## src/rtl/hazard_pkg.sv

```systemverilog
// ---------------------------------------------------------------------------
// hazard_pkg
// Shared types and constants for the pipeline hazard resolver.
//   fwd_sel_t    : E-stage operand source select (register file / WB / MEM)
//   vmul_state_t : states of the multi-cycle MULV occupancy sequencer
//   PC_REG       : register address that aliases the PC; never forwarded
// ---------------------------------------------------------------------------
package hazard_pkg;

    typedef enum logic [1:0] {
        FWD_RF  = 2'b00,
        FWD_WB  = 2'b01,
        FWD_MEM = 2'b10
    } fwd_sel_t;

    typedef enum logic {
        VM_IDLE,
        VM_BUSY
    } vmul_state_t;

    localparam logic [3:0] PC_REG = 4'hF;

endpackage

```

## src/rtl/hazard_if.sv

```systemverilog
// ---------------------------------------------------------------------------
// hazard_if
// Bundle between the core controller/datapath and the hazard unit.
//   master : controller/datapath side (drives D-stage addresses and the
//            per-stage status flags, receives stall/flush/forward controls)
//   slave  : hazard unit side
// Inputs to the hazard unit:
//   RA1D, RA2D, WA3D   register addresses of the instruction in D
//   RegWriteM/W        register write of the instruction in M / W
//   MemtoRegE          instruction in E is a load
//   PCWrPendingF       PC write pending in D/E/M
//   PCSrcW             PC written in W
//   BranchTakenE       branch resolved taken in E
//   MulVE              instruction in E is a MULV
// Outputs of the hazard unit:
//   StallF/D/E, FlushD/E, ForwardAE/BE
// ---------------------------------------------------------------------------
interface hazard_if #(
    parameter int REG_ADDR_W = 4
);
    logic [REG_ADDR_W-1:0] RA1D;
    logic [REG_ADDR_W-1:0] RA2D;
    logic [REG_ADDR_W-1:0] WA3D;
    logic                  RegWriteM;
    logic                  RegWriteW;
    logic                  MemtoRegE;
    logic                  PCWrPendingF;
    logic                  PCSrcW;
    logic                  BranchTakenE;
    logic                  MulVE;

    logic                  StallF;
    logic                  StallD;
    logic                  StallE;
    logic                  FlushD;
    logic                  FlushE;
    logic [1:0]            ForwardAE;
    logic [1:0]            ForwardBE;

    modport master (
        output RA1D, RA2D, WA3D, RegWriteM, RegWriteW, MemtoRegE,
               PCWrPendingF, PCSrcW, BranchTakenE, MulVE,
        input  StallF, StallD, StallE, FlushD, FlushE, ForwardAE, ForwardBE
    );

    modport slave (
        input  RA1D, RA2D, WA3D, RegWriteM, RegWriteW, MemtoRegE,
               PCWrPendingF, PCSrcW, BranchTakenE, MulVE,
        output StallF, StallD, StallE, FlushD, FlushE, ForwardAE, ForwardBE
    );
endinterface

```

## src/rtl/hazard_vmul_fsm.sv

```systemverilog
// ---------------------------------------------------------------------------
// hazard_vmul_fsm
// Holds a MULV in the E stage for MULV_LAT cycles, i.e. asserts StallE for
// exactly MULV_LAT-1 cycles per MULV. A new MULV arriving in E right after
// the release cycle retriggers immediately from IDLE.
//   clk    in  core clock
//   reset  in  synchronous active-high reset
//   MulVE  in  instruction in E is a MULV
//   StallE out hold the D/E register (and everything upstream)
// ---------------------------------------------------------------------------
module hazard_vmul_fsm
    import hazard_pkg::*;
#(
    parameter int MULV_LAT = 4
) (
    input  logic clk,
    input  logic reset,
    input  logic MulVE,
    output logic StallE
);

    localparam int                CNT_W    = $clog2(MULV_LAT) + 1;
    localparam logic [CNT_W-1:0]  CNT_LAST = CNT_W'(MULV_LAT - 1);
    localparam logic [CNT_W-1:0]  CNT_ONE  = CNT_W'(1);
    localparam bit                MULTI    = (MULV_LAT > 1);

    vmul_state_t      state_q, state_d;
    logic [CNT_W-1:0] cnt_q, cnt_d;
    logic             stall_e;

    always_ff @(posedge clk) begin
        if (reset) begin
            state_q <= VM_IDLE;
            cnt_q   <= '0;
        end else begin
            state_q <= state_d;
            cnt_q   <= cnt_d;
        end
    end

    // The first occupancy cycle is counted in IDLE, so BUSY only needs to
    // run until cnt reaches MULV_LAT-1, which is the release cycle.
    always_comb begin
        state_d = state_q;
        cnt_d   = cnt_q;
        stall_e = 1'b0;
        case (state_q)
            VM_IDLE: begin
                if (MulVE && MULTI) begin
                    stall_e = 1'b1;
                    cnt_d   = CNT_ONE;
                    state_d = VM_BUSY;
                end
            end
            VM_BUSY: begin
                if (cnt_q == CNT_LAST) begin
                    cnt_d   = '0;
                    state_d = VM_IDLE;
                end else begin
                    stall_e = 1'b1;
                    cnt_d   = cnt_q + 1'b1;
                end
            end
            default: begin
                cnt_d   = '0;
                state_d = VM_IDLE;
            end
        endcase
    end

    assign StallE = stall_e;

endmodule

```

## src/rtl/hazard_unit.sv

```systemverilog
// ---------------------------------------------------------------------------
// hazard_unit
// Pipeline hazard resolver for the 5-stage scalar/vector core.
//   clk    in  core clock
//   reset  in  synchronous active-high reset
//   hz     hazard_if.slave : D-stage addresses and stage flags in,
//          StallF/D/E, FlushD/E, ForwardAE/BE out
// Tracks register addresses D->E->M->W, selects E-stage operand forwarding,
// detects load-use hazards, generates branch/PC flushes, and delegates the
// multi-cycle MULV occupancy of E to hazard_vmul_fsm.
// ---------------------------------------------------------------------------
module hazard_unit
    import hazard_pkg::*;
#(
    parameter int REG_ADDR_W = 4,
    parameter int MULV_LAT   = 4
) (
    input  logic     clk,
    input  logic     reset,
    hazard_if.slave  hz
);

    localparam logic [REG_ADDR_W-1:0] PC_ADDR = REG_ADDR_W'(PC_REG);

    // Address pipeline state
    logic [REG_ADDR_W-1:0] ra1e_q, ra1e_d;
    logic [REG_ADDR_W-1:0] ra2e_q, ra2e_d;
    logic [REG_ADDR_W-1:0] wa3e_q, wa3e_d;
    logic                  valid_e_q, valid_e_d;
    logic [REG_ADDR_W-1:0] wa3m_q, wa3m_d;
    logic                  valid_m_q, valid_m_d;
    logic [REG_ADDR_W-1:0] wa3w_q, wa3w_d;
    logic                  valid_w_q, valid_w_d;

    logic stall_e;
    logic ldr_stall;
    logic flush_e;

    hazard_vmul_fsm #(
        .MULV_LAT (MULV_LAT)
    ) u_vmul_fsm (
        .clk    (clk),
        .reset  (reset),
        .MulVE  (hz.MulVE),
        .StallE (stall_e)
    );

    // Load-use: the D instruction reads the register a load in E is about to
    // produce; hold D for one cycle and push a bubble into E.
    assign ldr_stall = valid_e_q & hz.MemtoRegE &
                       ((hz.RA1D == wa3e_q) | (hz.RA2D == wa3e_q));

    // E is never flushed while it is being held by a MULV.
    assign flush_e = (ldr_stall | hz.BranchTakenE) & ~stall_e;

    always_comb begin
        ra1e_d    = ra1e_q;
        ra2e_d    = ra2e_q;
        wa3e_d    = wa3e_q;
        valid_e_d = valid_e_q;
        if (!stall_e) begin
            ra1e_d    = hz.RA1D;
            ra2e_d    = hz.RA2D;
            wa3e_d    = hz.WA3D;
            valid_e_d = ~flush_e;
        end

        // While E is held the instruction in E does not advance, so M
        // receives a bubble; its address is left as-is since it is invalid.
        wa3m_d    = wa3m_q;
        valid_m_d = 1'b0;
        if (!stall_e) begin
            wa3m_d    = wa3e_q;
            valid_m_d = valid_e_q;
        end

        wa3w_d    = wa3m_q;
        valid_w_d = valid_m_q;
    end

    always_ff @(posedge clk) begin
        if (reset) begin
            ra1e_q    <= '0;
            ra2e_q    <= '0;
            wa3e_q    <= '0;
            valid_e_q <= 1'b0;
            wa3m_q    <= '0;
            valid_m_q <= 1'b0;
            wa3w_q    <= '0;
            valid_w_q <= 1'b0;
        end else begin
            ra1e_q    <= ra1e_d;
            ra2e_q    <= ra2e_d;
            wa3e_q    <= wa3e_d;
            valid_e_q <= valid_e_d;
            wa3m_q    <= wa3m_d;
            valid_m_q <= valid_m_d;
            wa3w_q    <= wa3w_d;
            valid_w_q <= valid_w_d;
        end
    end

    // Forwarding for both E-stage source operands; M (youngest) wins over W.
    // The PC alias is served by its own datapath path and never forwarded.
    logic [REG_ADDR_W-1:0] ra_e    [2];
    fwd_sel_t              fwd_sel [2];

    assign ra_e[0] = ra1e_q;
    assign ra_e[1] = ra2e_q;

    genvar gi;
    generate
        for (gi = 0; gi < 2; gi++) begin : g_fwd
            logic not_pc;
            logic hit_m;
            logic hit_w;
            assign not_pc = (ra_e[gi] != PC_ADDR);
            assign hit_m  = valid_m_q & hz.RegWriteM & (ra_e[gi] == wa3m_q) & not_pc;
            assign hit_w  = valid_w_q & hz.RegWriteW & (ra_e[gi] == wa3w_q) & not_pc;
            assign fwd_sel[gi] = hit_m ? FWD_MEM : (hit_w ? FWD_WB : FWD_RF);
        end
    endgenerate

    assign hz.ForwardAE = fwd_sel[0];
    assign hz.ForwardBE = fwd_sel[1];
    assign hz.StallE    = stall_e;
    assign hz.StallD    = ldr_stall | stall_e;
    assign hz.StallF    = ldr_stall | hz.PCWrPendingF | stall_e;
    assign hz.FlushD    = hz.PCWrPendingF | hz.PCSrcW | hz.BranchTakenE;
    assign hz.FlushE    = flush_e;

endmodule

```

## src/flat_wrapper.sv

```systemverilog
// flat-port wrapper written by rule: the top's interface ports become plain ports
module hazard_unit_flat import hazard_pkg::*;
#(
    parameter int REG_ADDR_W = 4,
    parameter int MULV_LAT   = 4
)
  (clk, reset, hz_RA1D, hz_RA2D, hz_WA3D, hz_RegWriteM, hz_RegWriteW, hz_MemtoRegE, hz_PCWrPendingF, hz_PCSrcW, hz_BranchTakenE, hz_MulVE, hz_StallF, hz_StallD, hz_StallE, hz_FlushD, hz_FlushE, hz_ForwardAE, hz_ForwardBE);
  hazard_if #(.REG_ADDR_W(REG_ADDR_W)) hz_i ();
  input  logic clk;
  input  logic reset;
  input wire logic [$bits(hz_i.RA1D)-1:0] hz_RA1D;
  input wire logic [$bits(hz_i.RA2D)-1:0] hz_RA2D;
  input wire logic [$bits(hz_i.WA3D)-1:0] hz_WA3D;
  input wire logic [$bits(hz_i.RegWriteM)-1:0] hz_RegWriteM;
  input wire logic [$bits(hz_i.RegWriteW)-1:0] hz_RegWriteW;
  input wire logic [$bits(hz_i.MemtoRegE)-1:0] hz_MemtoRegE;
  input wire logic [$bits(hz_i.PCWrPendingF)-1:0] hz_PCWrPendingF;
  input wire logic [$bits(hz_i.PCSrcW)-1:0] hz_PCSrcW;
  input wire logic [$bits(hz_i.BranchTakenE)-1:0] hz_BranchTakenE;
  input wire logic [$bits(hz_i.MulVE)-1:0] hz_MulVE;
  output wire logic [$bits(hz_i.StallF)-1:0] hz_StallF;
  output wire logic [$bits(hz_i.StallD)-1:0] hz_StallD;
  output wire logic [$bits(hz_i.StallE)-1:0] hz_StallE;
  output wire logic [$bits(hz_i.FlushD)-1:0] hz_FlushD;
  output wire logic [$bits(hz_i.FlushE)-1:0] hz_FlushE;
  output wire logic [$bits(hz_i.ForwardAE)-1:0] hz_ForwardAE;
  output wire logic [$bits(hz_i.ForwardBE)-1:0] hz_ForwardBE;
  assign hz_i.RA1D = hz_RA1D;
  assign hz_i.RA2D = hz_RA2D;
  assign hz_i.WA3D = hz_WA3D;
  assign hz_i.RegWriteM = hz_RegWriteM;
  assign hz_i.RegWriteW = hz_RegWriteW;
  assign hz_i.MemtoRegE = hz_MemtoRegE;
  assign hz_i.PCWrPendingF = hz_PCWrPendingF;
  assign hz_i.PCSrcW = hz_PCSrcW;
  assign hz_i.BranchTakenE = hz_BranchTakenE;
  assign hz_i.MulVE = hz_MulVE;
  assign hz_StallF = hz_i.StallF;
  assign hz_StallD = hz_i.StallD;
  assign hz_StallE = hz_i.StallE;
  assign hz_FlushD = hz_i.FlushD;
  assign hz_FlushE = hz_i.FlushE;
  assign hz_ForwardAE = hz_i.ForwardAE;
  assign hz_ForwardBE = hz_i.ForwardBE;
  hazard_unit #(.REG_ADDR_W(REG_ADDR_W), .MULV_LAT(MULV_LAT)) u_core (.clk(clk), .reset(reset), .hz(hz_i));
endmodule
```

## config.mk

```make
export PLATFORM = sky130hd
export DESIGN_NAME = hazard_unit_flat
export DESIGN_NICKNAME = d
export VERILOG_FILES = /design/src/rtl/hazard_pkg.sv /design/src/rtl/hazard_if.sv /design/src/rtl/hazard_vmul_fsm.sv /design/src/rtl/hazard_unit.sv /design/src/flat_wrapper.sv
export SDC_FILE = /design/constraint.sdc
export NUM_CORES = 1
export LEC_CHECK = 0
export BUFFER_PORTS_ARGS = -buffer_cell sky130_fd_sc_hd__buf_4
export CAP_MARGIN = 20
export CORE_MARGIN = 2
export CORE_UTILIZATION = 47
export CTS_CLUSTER_DIAMETER = 50
export DETAILED_ROUTE_END_ITERATION = 12
export PLACE_DENSITY = 0.78
export SYNTH_ARGS = -nofsm -noshare
export SYNTH_HDL_FRONTEND = slang
export SYNTH_SLANG_ARGS = --single-unit
```

## constraint.sdc

```tcl
create_clock -name clk -period 1.6 [get_ports clk]
set_input_delay 0.32 -clock clk [delete_from_list [all_inputs] [get_ports clk]]
set_output_delay 0.32 -clock clk [all_outputs]
set_load 0.03 [all_outputs]
```

-- After elaboration in Yosys (flattened, before gate mapping)
Cells that the tools add are included.
- bits in latches: 0
- logic and storage cells: 55
- bits of input ports: 21
- RAM bits: 0
- register bits after elaboration: 27
- output and inout port bits: 9
- memory bits (read-only): 0
- memories kept: 0
- equal/unequal tests: 10
- shift-type cells: 0
- reductions and logical operators: 1
- add/subtract/negate cells: 1
- bitwise logic cells: 23
- multiply operators: 0
- mux-type cells: 10
- divide/modulo/power cells: 0
- magnitude comparators: 0
- operators with widths (operator ; count):
    4-bit == test ; 6
    1-bit bitwise AND ; 13
    4-bit != test, second input constant ; 2
    1-bit OR ; 7
    3-bit 2-to-1 mux ; 2
    3-bit case mux with 2 select lines ; 1
    1-bit 2-to-1 mux ; 4
    2-bit 2-to-1 mux ; 2
    3-bit by 1-bit adder with 3-bit output, second input constant ; 1
    3-bit by 2-bit == test with 1-bit output, second input constant ; 1
    1-bit NOT ; 3
    2-bit != test, second input constant ; 1
    1-bit case mux with 2 select lines ; 1
    2-bit OR reduction ; 1

-- Logic depth before layout (Yosys ltp)
- depth after elaboration: 6
- mapped depth: 7
- mapped depth without buffers: 6

-- Cells and area by module
From an unflattened synthesis, not the netlist that was laid out.
- cell total of the unflattened synthesis: 142
- area, all modules: 1307.5 µm²
- modules (own cells, without submodules) (module ; area an instance (µm²) ; cells each ; instances):
    hazard_unit ; 1137.3 ; 125 ; 1
    hazard_vmul_fsm ; 170.2 ; 17 ; 1

-- Worst setup path after synthesis
No wires, ideal clock.
- path kind: reg2out
- start point: register u_core.ra2e_q[2]
- end point: output hz_ForwardBE[0]
- path slack: -582 ps
- required time: 1280 ps
- arrival: 1862 ps
- stages on the path, launching flop included: 5
- cells stage by stage: dfxtp_1 xor2_1 or4_1 a211oi_2 a2111oi_1
- RTL lines (what ; line ; source):
    start: declaration ; hazard_unit.sv:27 ; logic [REG_ADDR_W-1:0] ra2e_q, ra2e_d;
    start signal: assignment ; hazard_unit.sv:93 ; ra2e_q <= ra2e_d;
    4-bit == test ; hazard_unit.sv:118 ; assign hit_m = valid_m_q & hz.RegWriteM & (ra_e[gi] == wa3m_q) & not_pc;
    1-bit bitwise AND ; hazard_unit.sv:118 ;
    1-bit bitwise AND * ; hazard_unit.sv:118 ;
    net u_core.g_fwd[1].hit_m ; hazard_unit.sv:115 ; logic hit_m;
    2-bit 2-to-1 mux * ; hazard_unit.sv:120 ; assign fwd_sel[gi] = hit_m ? FWD_MEM : (hit_w ? FWD_WB : FWD_RF);
    end: declaration ; flat_wrapper.sv:27 ; output wire logic [$bits(hz_i.ForwardBE)-1:0] hz_ForwardBE;
Mark *: on every way through the listed nets, which the timed path passes. The rest lies on a longest branch.

-- Worst setup path after layout
- start point: register u_core.wa3e_q[2]
- end point: output hz_StallD
- word-level cells in the longest chain between the ends: 4
- ends and longest elaborated chain (what ; line ; source):
    start: declaration ; hazard_unit.sv:28 ; logic [REG_ADDR_W-1:0] wa3e_q, wa3e_d;
    start signal: assignment ; hazard_unit.sv:94 ; wa3e_q <= wa3e_d;
    4-bit == test ; hazard_unit.sv:51 ; ((hz.RA1D == wa3e_q) | (hz.RA2D == wa3e_q));
    1-bit OR * ; hazard_unit.sv:51 ;
    1-bit bitwise AND * ; hazard_unit.sv:50 ; assign ldr_stall = valid_e_q & hz.MemtoRegE &
    1-bit OR * ; hazard_unit.sv:127 ; assign hz.StallD = ldr_stall | stall_e;
    end: declaration ; flat_wrapper.sv:22 ; output wire logic [$bits(hz_i.StallD)-1:0] hz_StallD;
Every way passes the cells marked *; elsewhere a longest branch is shown, timed or not.

==> impl_metrics.env <==
export IMPL_vias_per_cell=5.26
export IMPL_gp_congestion=0.785
export IMPL_synthXorXnorAreaFrac_pct=13.7
export IMPL_worst_pin_slew_ns=0.413
export IMPL_topRoutingLayerUsed="met4"
export IMPL_drc=0
export IMPL_final_common_cell="buf_4"
export IMPL_antennaDiodeCount=0
export IMPL_period_share_pct=137
export IMPL_critPathLaunch="u_core.wa3e_q[2]"
export IMPL_drv_cap=0
export IMPL_place_hpwl_mm=2.22
export IMPL_rsz0062_at_grt="true"
export IMPL_finalWorstSetupSlack_ns=-0.590
export IMPL_hold_viol=0
export IMPL_slew_violations=0
export IMPL_crit_path_start_kind="flip-flop"
export IMPL_violations="setup timing"
export IMPL_synth_cell_types=30
export IMPL_grt_pass1_vias=1197
export IMPL_rows=18
export IMPL_cts_root_buffer="clkbuf_4"
export IMPL_ant_nets=0
export IMPL_grt_usage_pct=21.0
export IMPL_critical_path_class="reg -> out"
export IMPL_fmax_mhz=457
export IMPL_whs_ns=0.206
export IMPL_first_pass_iters=4
export IMPL_die_y_um=56.2
export IMPL_drtIter0Drc=35
export IMPL_worstHoldStart="hz_WA3D[3]"
export IMPL_io_pin_count=30
export IMPL_min_path_type="in -> reg"
export IMPL_fin_worst_skew_ns=0.00663
export IMPL_layout_common_cells="44 x buf_4, 34 x nand2_1, 17 x dfxtp_1"
export IMPL_layout_drive_gt1_share_pct=40.8
export IMPL_avgSynthCellArea_um2=8.14
export IMPL_reg2reg_from="u_core.u_vmul_fsm.cnt_q[0]"
export IMPL_synthToLayoutAreaGrowth_pct=42.8
export IMPL_start_util_pct=50.7
export IMPL_grt_max_degree=28
export IMPL_numPortBuffers=29
export IMPL_synth_top_family_by_area="simple AND/OR/NAND/NOR gates"
export IMPL_p_leak_nw=0.757
export IMPL_clock_sinks=27
export IMPL_ys_ff_latch=27
export IMPL_chipWidth_um=56.2
export IMPL_grt_pass1_wl_mm=5.29
export IMPL_syn_area_um2=1280
export IMPL_p_per_area_nw_per_um2=777
export IMPL_clk_latency_ns=0.34
export IMPL_critPathArrivalTime_ns=1.87
export IMPL_wl_mm=3.18
export IMPL_fin_nets=224
export IMPL_crit_path_end_kind="output pin"
export IMPL_ys_seq_area_share_pct=42.3
export IMPL_routed_via_count=1215
export IMPL_synth_fp_nets=179
export IMPL_clk_pin_slew_ns=0.15
export IMPL_core_um2=2520
export IMPL_dieArea_um2=3150
export IMPL_wl_met1_mm=1.31
export IMPL_crit_fanout=4
export IMPL_worst_ir_drop_vdd_v=0.000605
export IMPL_synth_simple_area_share_pct=25.0
export IMPL_h_tree_depth=1
export IMPL_wl_met2_mm=1.70
export IMPL_critical_path_required_ns=1.28
export IMPL_cts_path_max_buffers=2
export IMPL_synth_adder_area_share_pct=0.978
export IMPL_wl_met3_um=139
export IMPL_cts_tree="built"
export IMPL_slew_headroom_pct=72.3
export IMPL_yosys_warnings=0
export IMPL_synth_compound_area_share_pct=12.7
export IMPL_routedWlPerCell_um=13.8
export IMPL_dp_slack_ns=-0.315
export IMPL_grt_overflow_total=0
export IMPL_setup_violations=8
export IMPL_muxShareOfSynthArea_pct=0.783
export IMPL_holdBufCountCts=0
export IMPL_min_period_ns=2.19
export IMPL_numCtsBuffers=3
export IMPL_synthesis_instances=157
export IMPL_antenna_found_initial=0
export IMPL_status="finished with violations"
-- worst max-delay path, cell delays in order (launching register included) --
cell	delay, ns
dfxtp_4	0.39
xor2_2	0.14
nor4_2	0.36
o211ai_1	0.25
buf_4	0.20
nand2_2	0.05
buf_6	0.13
-- flip-flops by register name, summed over array words and instances, names as in the netlist --
register	flops
u_core.ra1e_q	4
u_core.ra2e_q	4
u_core.u_vmul_fsm.cnt_q	3
u_core.u_vmul_fsm.state_q	1
u_core.valid_e_q	1
u_core.valid_m_q	1
u_core.valid_w_q	1
u_core.wa3e_q	4
u_core.wa3m_q	4
u_core.wa3w_q	4
-- through the flow --
step	instance area (um^2)	util [%]	cells	total power, mW	setup TNS, ns
CTS	1770	70.1	229	1.40	-3.63
floorplan	1340	-	157	0.950	-0.279
global placement	1670	66.4	225	1.07	-1.35
detailed placement	1670	66.4	225	1.09	-1.56
finish	1830	72.4	231	1.42	-3.85
global route	1830	72.4	231	1.48	-4.42
-- path summary, 6_finish.rpt --
| check | endpoint | slack (ns) | cells after the start |
|---|---|---|---|
| max reg2reg | u_core.valid_e_q | 0.18 | 6 |
| min | u_core.wa3e_q[3] | 0.21 | 3 |
| min reg2reg | u_core.u_vmul_fsm.cnt_q[2] | 0.45 | 2 |
| max | hz_StallD | -0.59 | 6 |
-- power by group --
group | switching [mW] | leakage (nW) | internal (mW)
Combinational | 0.183 | 0.515 | 0.172
Clock | 0.211 | 0.0177 | 0.0944
Sequential | 0.0427 | 0.225 | 0.715
-- area by class of cell --
class	count	area [um^2]
clock inverters	1	5.00
clock buffers	3	22.5
fillers	203	697
flip-flops and latches	27	556
well taps	30	37.5
multi-input cells	117	803
inverters	4	15.0
repair buffers	49	387
-- logic make-up after synthesis --
logic type      count (synthesis)
mux                             1
xor+xnor                       20
compound gates                 27
simple gates                   68
flops                          27
buf+inv                        13
fa+ha+maj                       1
-- metal layers --
layer,vias up,GRT usage (%)
met5,-,0
met4,0,7.14
met3,2,3.72
met2,32,36.5
met1,577,25.9
li1,604,-
-- synthesized netlist by cell type --
master | count | share of area (%)
nor2_1 | 6 | 1.8
a211oi_2 | 1 | 0.98
nand4_1 | 2 | 0.98
xnor2_1 | 6 | 4.1
dfxtp_1 | 27 | 42
nor4_1 | 2 | 0.98
buf_4 | 2 | 1.2
o211ai_1 | 1 | 0.59
nor3_1 | 1 | 0.39
or4_1 | 2 | 1.2
a21oi_1 | 19 | 7.4
a2111oi_0 | 1 | 0.69
xor2_1 | 14 | 9.6
nand2b_1 | 1 | 0.49
and2_0 | 1 | 0.49
nor3b_1 | 3 | 1.8
nor2b_1 | 8 | 3.9
nand3_1 | 4 | 1.6
ha_1 | 1 | 0.98
o21a_1 | 1 | 0.59
buf_2 | 1 | 0.39
inv_1 | 4 | 1.2
or2_2 | 1 | 0.49
or3_1 | 1 | 0.49
clkbuf_1 | 6 | 1.8
a2111oi_1 | 1 | 0.78
a31oi_1 | 2 | 0.98
mux2i_1 | 1 | 0.78
nand2_1 | 36 | 11
o2111ai_1 | 1 | 0.69
-- what timing repair did --
item / CTS / global route
setup buffers: 0 / 2
pin swaps: 9 / 7
gates resized for setup: 17 / 9
endpoints found under the setup margin: 8 / 8
hold endpoints to repair: 0 / 0
Note: power is estimated with default switching activity, not from simulation.
